**src/rtl/pipe_pkg.sv**
```systemverilog
// Shared pipeline definitions: memory-port arbiter states and default widths.
package pipe_pkg;

  typedef enum logic [1:0] {
    IDLE  = 2'd0,
    FETCH = 2'd1,
    DATA  = 2'd2
  } arbState_t;

  localparam int PIPE_ADDR_W = 64;
  localparam int PIPE_DATA_W = 64;
  localparam int PIPE_CNT_W  = 32;

endpackage

```
**src/rtl/sat_counter.sv**
```systemverilog
// Saturating up-counter: increments on inc, sticks at all-ones.
module sat_counter #(
  parameter int W = 32
) (
  input  logic         clk,
  input  logic         reset,
  input  logic         inc,
  output logic [W-1:0] count
);

  logic [W-1:0] countR;

  // Count register with synchronous clear and saturation at all-ones.
  always_ff @(posedge clk) begin
    if (reset) begin
      countR <= '0;
    end else if (inc && (countR != {W{1'b1}})) begin
      countR <= countR + {{(W-1){1'b0}}, 1'b1};
    end else begin
      countR <= countR;
    end
  end

  assign count = countR;

endmodule

```
**src/rtl/mem_port_arbiter.sv**
```systemverilog
// Arbiter/sequencer for the unified memory port shared by instruction fetch
// and the MEM-stage data access. Data has priority; one transaction at a time.
module mem_port_arbiter
  import pipe_pkg::*;
#(
  parameter int ADDR_W = PIPE_ADDR_W,
  parameter int DATA_W = PIPE_DATA_W,
  parameter int CNT_W  = PIPE_CNT_W
) (
  input  logic              clk,
  input  logic              reset,
  input  logic              if_req,
  input  logic [ADDR_W-1:0] if_addr,
  input  logic              flush,
  input  logic              ex_mem_memread,
  input  logic              ex_mem_memwrite,
  input  logic [ADDR_W-1:0] ex_mem_addr,
  input  logic [DATA_W-1:0] ex_mem_wdata,
  input  logic              port_ack,
  input  logic [DATA_W-1:0] port_rdata,
  output logic              port_req,
  output logic              port_we,
  output logic [ADDR_W-1:0] port_addr,
  output logic [DATA_W-1:0] port_wdata,
  output logic              if_valid,
  output logic [31:0]       if_rdata,
  output logic              mem_done,
  output logic [DATA_W-1:0] mem_rdata,
  output logic              stall_if,
  output logic              stall_mem,
  output logic [CNT_W-1:0]  stall_cnt
);

  arbState_t         state;
  arbState_t         stateNext;
  logic              grantData;
  logic              grantFetch;
  logic              dataPend;
  logic              fetchPend;
  logic              dropFlag;
  logic              fetchHigh;
  logic              weR;
  logic [ADDR_W-1:0] addrR;
  logic [DATA_W-1:0] wdataR;
  logic              ifValidR;
  logic [31:0]       ifRdataR;
  logic              memDoneR;
  logic [DATA_W-1:0] memRdataR;

  // A requester whose completion pulse is high is not re-granted: the
  // pipeline is advancing past it this cycle.
  assign dataPend  = (ex_mem_memread | ex_mem_memwrite) & ~memDoneR;
  assign fetchPend = if_req & ~ifValidR & ~flush;

  assign stall_mem = dataPend;
  assign stall_if  = dataPend | (if_req & ~ifValidR);

  // State register.
  always_ff @(posedge clk) begin
    if (reset) begin
      state <= IDLE;
    end else begin
      state <= stateNext;
    end
  end

  // Next-state and grant decode; data wins over fetch.
  always_comb begin
    stateNext  = state;
    grantData  = 1'b0;
    grantFetch = 1'b0;
    case (state)
      IDLE: begin
        if (dataPend) begin
          stateNext = DATA;
          grantData = 1'b1;
        end else if (fetchPend) begin
          stateNext  = FETCH;
          grantFetch = 1'b1;
        end else begin
          stateNext = IDLE;
        end
      end
      FETCH, DATA: begin
        if (port_ack) begin
          stateNext = IDLE;
        end else begin
          stateNext = state;
        end
      end
      default: begin
        stateNext = IDLE;
      end
    endcase
  end

  // Request latching, drop tracking and completion pulses/result registers.
  always_ff @(posedge clk) begin
    if (reset) begin
      addrR     <= '0;
      weR       <= 1'b0;
      wdataR    <= '0;
      fetchHigh <= 1'b0;
      dropFlag  <= 1'b0;
      ifValidR  <= 1'b0;
      ifRdataR  <= '0;
      memDoneR  <= 1'b0;
      memRdataR <= '0;
    end else begin
      ifValidR <= 1'b0;
      memDoneR <= 1'b0;
      if (grantData) begin
        addrR  <= ex_mem_addr;
        weR    <= ex_mem_memwrite;
        wdataR <= ex_mem_wdata;
      end else if (grantFetch) begin
        addrR     <= {if_addr[ADDR_W-1:3], 3'b000};
        weR       <= 1'b0;
        fetchHigh <= if_addr[2];
      end
      // Drop flag lives only for the duration of one fetch transaction.
      if ((state == FETCH) && !port_ack) begin
        dropFlag <= dropFlag | flush;
      end else begin
        dropFlag <= 1'b0;
      end
      if ((state == FETCH) && port_ack && !(dropFlag || flush)) begin
        ifValidR <= 1'b1;
        ifRdataR <= fetchHigh ? port_rdata[63:32] : port_rdata[31:0];
      end
      if ((state == DATA) && port_ack) begin
        memDoneR <= 1'b1;
        if (!weR) begin
          memRdataR <= port_rdata;
        end
      end
    end
  end

  assign port_req   = (state != IDLE);
  assign port_we    = weR;
  assign port_addr  = addrR;
  assign port_wdata = wdataR;
  assign if_valid   = ifValidR;
  assign if_rdata   = ifRdataR;
  assign mem_done   = memDoneR;
  assign mem_rdata  = memRdataR;

  sat_counter #(.W(CNT_W)) u_stallCnt (
    .clk   (clk),
    .reset (reset),
    .inc   (stall_if),
    .count (stall_cnt)
  );

endmodule

```
**config.mk**
```make
export PLATFORM = sky130hd
export DESIGN_NAME = mem_port_arbiter
export DESIGN_NICKNAME = d
export VERILOG_FILES = /design/src/rtl/pipe_pkg.sv /design/src/rtl/sat_counter.sv /design/src/rtl/mem_port_arbiter.sv
export SDC_FILE = /design/constraint.sdc
export NUM_CORES = 1
export LEC_CHECK = 0
export BUFFER_PORTS_ARGS = -buffer_cell sky130_fd_sc_hd__buf_2
export CAP_MARGIN = 0
export CORE_AREA = 2 2 205 207
export CTS_BUF_LIST = sky130_fd_sc_hd__clkbuf_8 sky130_fd_sc_hd__clkbuf_16
export DETAILED_ROUTE_END_ITERATION = 7
export DIE_AREA = 0 0 207 209
export HOLD_SLACK_MARGIN = 0.1
export PLACE_DENSITY = 0.49
export SYNTH_ARGS = -nofsm -noshare
export SYNTH_HDL_FRONTEND = slang
export SYNTH_SLANG_ARGS = --single-unit
```
**constraint.sdc**
```tcl
create_clock -name clk -period 1.8 [get_ports clk]
set_input_delay 0.09 -clock clk [delete_from_list [all_inputs] [get_ports clk]]
set_output_delay 0.09 -clock clk [all_outputs]
set_load 0.02 [all_outputs]
```
==> flow_summary.ini <==
[global_route]
grt_usage = 0.184
gr-usage-met2 = 0.323
grt_max_degree = 75
grt_pass1_vias = 12072
grt.busiest_layer = met2
antenna_found_initial = 0
grt_pass1_wl_um = 64900
overflow = 0
grtUsageMet1 = 0.209
grtUsageMet3 = 0.0500

[power_and_ir_drop]
p_leak_uw = 0.00792
power_frac_seq = 0.395
internal_power_uw = 11600
switchingPower_uw = 4720
power.share.switching = 0.290
pwr-share-clk = 0.404
max-vdd-ir-drop_uv = 599
combPwrFrac = 0.201
power_density_mw_per_mm2 = 904

[timing]
max_slew_margin = 0.666
setup_viol = 0
rsz0062_at_grt = true
fin_crit_ns = 1.78
hold_violations = 0
fin_ws_ns = 0.0197
skew_ns = 0.0198
fmax_mhz = 562
tightest_slew_ns = 0.495
timing.final.crit_share = 0.989
drv_slew = 0

[detailed_routing]
drt_iter0_markers = 689
dr.pass1.iters = 5
post-route-drc-count = 0
routed_via_density = 4.57
via_count = 11996
drt_wl_total_um = 42200
wl_per_cell_um = 16.1
ant_nets = 0

[cells_and_area]
fin_nets = 2329
areaGrowthSynthToFinish_pct = 73.1
fin_util = 0.436
drive_above_1_share = 0.336
antenna_cells = 0

[critical_path]
worst_setup_path_end_kind = flop
reg2reg_from = u_stallCnt.count[23]
cpMaxStageDelayCell = or4_4
crit_required_ns = 2.19
crit_path_cell_trace = nand4_1, or4_4, buf_8, nor4b_4, xnor2_1, nor2_1
slowest_delay_ns = 0.55
r2r_cells = 6
rrSetupSlack_ns = 0.02
worstPathMaxFanout = 9
r2r_end = u_stallCnt.count[25]
worstSetupStartpointType = flop
worstPathArrival_ns = 2.17
path_class = flop to flop

[yosys]
synthMuxAreaShare = 0.0358
synth.area.top_cells = dfxtp_1, nand2_1, a21oi_1
synth_cells = 1278
synth-compound-area-share = 0.160
syn_area_per_cell_um2 = 8.15
ys.flop_type = dfxtp_1
yosysTopAreaCell = dfxtp_1
async_flop_share = 0
synth_xor_xnor_area_share = 0.0219
synth_edf_count = 0
yosys.area_share.simple = 0.231
yosys_warnings = 0
ys_ff_latch = 263
yosysUniqueCellTypes = 43
synth_top_cell_area_share = 0.506
synth_top_family_by_area = simple AND/OR/NAND/NOR gates
syn_area_mm2 = 0.0104
synth_fa_ha_area_frac = 0.00481
yosysSeqAreaShare = 0.506
syn-num-nets = 1545

[clock_network]
cts_root_buf = clkbuf_16
cts.sink_count = 263
cts_buffer_depth = 3
clkTransAtPathRegs_ns = 0.05
clk_latency_ns = 0.53
ctsHtreeMaxLevel = 2
cts_made_buffers = 34
cts_tree = done

[placed_design]
pre_cts_slack_ns = -0.0127
post-dp-hpwl_um = 27700
port_buffers = 522
gp_congestion = 0.822

[floorplanning]
core-area_mm2 = 0.0413
io_pins = 525
dieArea_mm2 = 0.0433
start_util = 0.252
row_count = 75
fp.dieH_um = 209
die_x_um = 207

[worst_hold_path]
worst_hold_path.endpoint = fetchHigh
min-delay-start = ex_mem_memread
min_path_cells = 5
hp-class = input port to flop

[job]
drv_cap = 0

[outcome]
status = completed
[stage by stage]
| step | setup TNS [ns] | power, µW | instances | hold slack [ns] | area [µm²] |
|---|---|---|---|---|---|
| floorplan | -1.52 | 8040 | 1278 | 0.167 | 10500 |
| global placement | -0.137 | 9280 | 2304 | 0.320 | 14200 |
| detailed placement | -0.0222 | 9310 | 2304 | 0.325 | 14200 |
| CTS | 0 | 16500 | 2624 | 0.145 | 17900 |
| global route | -0.604 | 17100 | 2627 | 0.170 | 18000 |
| finish | 0 | 16300 | 2627 | 0.170 | 18000 |
[logic make-up (layout without fill, tap and decap cells)]
group                    Yosys count  count (layout)
AO/OA/AOI/OAI                    256             256
XOR/XNOR                          26              26
adder cells (fa/ha/maj)            4               4
buffers and inverters            109             919
flip-flops                       263             263
multiplexers                      37              37
AND/OR/NAND/NOR                  583             583
[power by group through the flow]
stage	combinational, µW	sequential [µW]	clock, µW
detailed placement	2760	6560	0
floorplan	997	7040	0
global placement	2740	6540	0
finish	3270	6440	6580
global route	3540	6480	7070
CTS	3220	6430	6820
[critical path: cells and delay by family, from the launching register on]
| kind | cells | cell delay [ns] |
|---|---|---|
| buf+inv | 1 | 0.17 |
| simple gates | 4 | 1.02 |
| flops | 1 | 0.32 |
| xor+xnor | 1 | 0.14 |
[state kept, by name, indices dropped and copies added (netlist names)]
signal,count
dropFlag,1
if_rdata,32
fetchHigh,1
mem_done,1
mem_rdata,64
port_addr,64
port_we,1
u_stallCnt.count,32
state,2
if_valid,1
port_wdata,64
[worst max path at each step]
stage / depth (start not counted) / slack (ns) / endpoint / from
after floorplan: 7 / -0.02 / port_wdata[16] / mem_done
after global placement: 6 / -0.04 / u_stallCnt.count[29] / u_stallCnt.count[23]
after CTS: 6 / 0.0009 / u_stallCnt.count[25] / u_stallCnt.count[23]
final: 6 / 0.02 / u_stallCnt.count[25] / u_stallCnt.count[23]
after global routing: 6 / -0.09 / u_stallCnt.count[29] / u_stallCnt.count[23]
after detailed placement: 7 / -0.01 / port_addr[62] / state[0]
[layout make-up]
cell class / instances / area (µm²)
Fill cell: 4141 / 23300
Timing Repair Buffer: 850 / 6030
Sequential cell: 263 / 5310
Multi-Input combinational cell: 906 / 4880
Clock buffer: 42 / 961
Tap cell: 539 / 674
Clock inverter: 20 / 134
Inverter: 7 / 26.3
[placed cells by master (no fill, tap or decap), types with 3 or more instances in the layout]
cell type	synthesis	final
dlygate4sd3_1	0	258
dfxtp_2	0	21
inv_1	7	17
a211oi_1	48	47
nand3_1	16	15
buf_12	0	20
nand4_1	9	9
nor4_2	5	4
clkbuf_16	0	36
nor2b_1	4	4
and4_1	4	3
buf_4	0	45
a311oi_1	61	56
nor4b_4	1	3
a311oi_2	0	5
clkbuf_8	0	9
xnor2_1	25	25
dfxtp_4	0	6
nor2_1	135	133
mux2i_1	35	35
buf_2	5	521
clkinv_2	0	5
dfxtp_1	263	236
a21oi_1	136	136
nand2_1	391	390
and3_1	4	3
[cells in the mapped netlist, types with 2 or more instances]
library cell    n
and4_1          4
nand4_1         9
o21ba_2         2
a311oi_1       61
nand3_1        16
clkbuf_1       85
o21ai_0         2
a21oi_1       136
nand2b_1        2
dfxtp_1       263
nor4_1          2
a211oi_1       48
and3_1          4
nand2_1       391
nor2_1        135
buf_2           5
xnor2_1        25
buf_1          11
mux2i_1        35
inv_1           7
mux2_1          2
ha_1            4
nor2b_1         4
nor4b_2         2
nor4_2          5
[routing by layer]
metal / wire, µm / vias up
met2: 21100 / 411
met1: 17000 / 5586
li1: - / 5909
met5: 0 / -
met3: 2740 / 90
met4: 1420 / 0
[timing repair]
action,CTS,global route
endpoints found under the hold margin,259,0
gates resized for setup,6,17
pin swaps,0,5
hold buffers,258,0
setup buffers,0,1
endpoints found under the setup margin,6,80
cloned,0,2
Power figures use the tool's default switching activity.
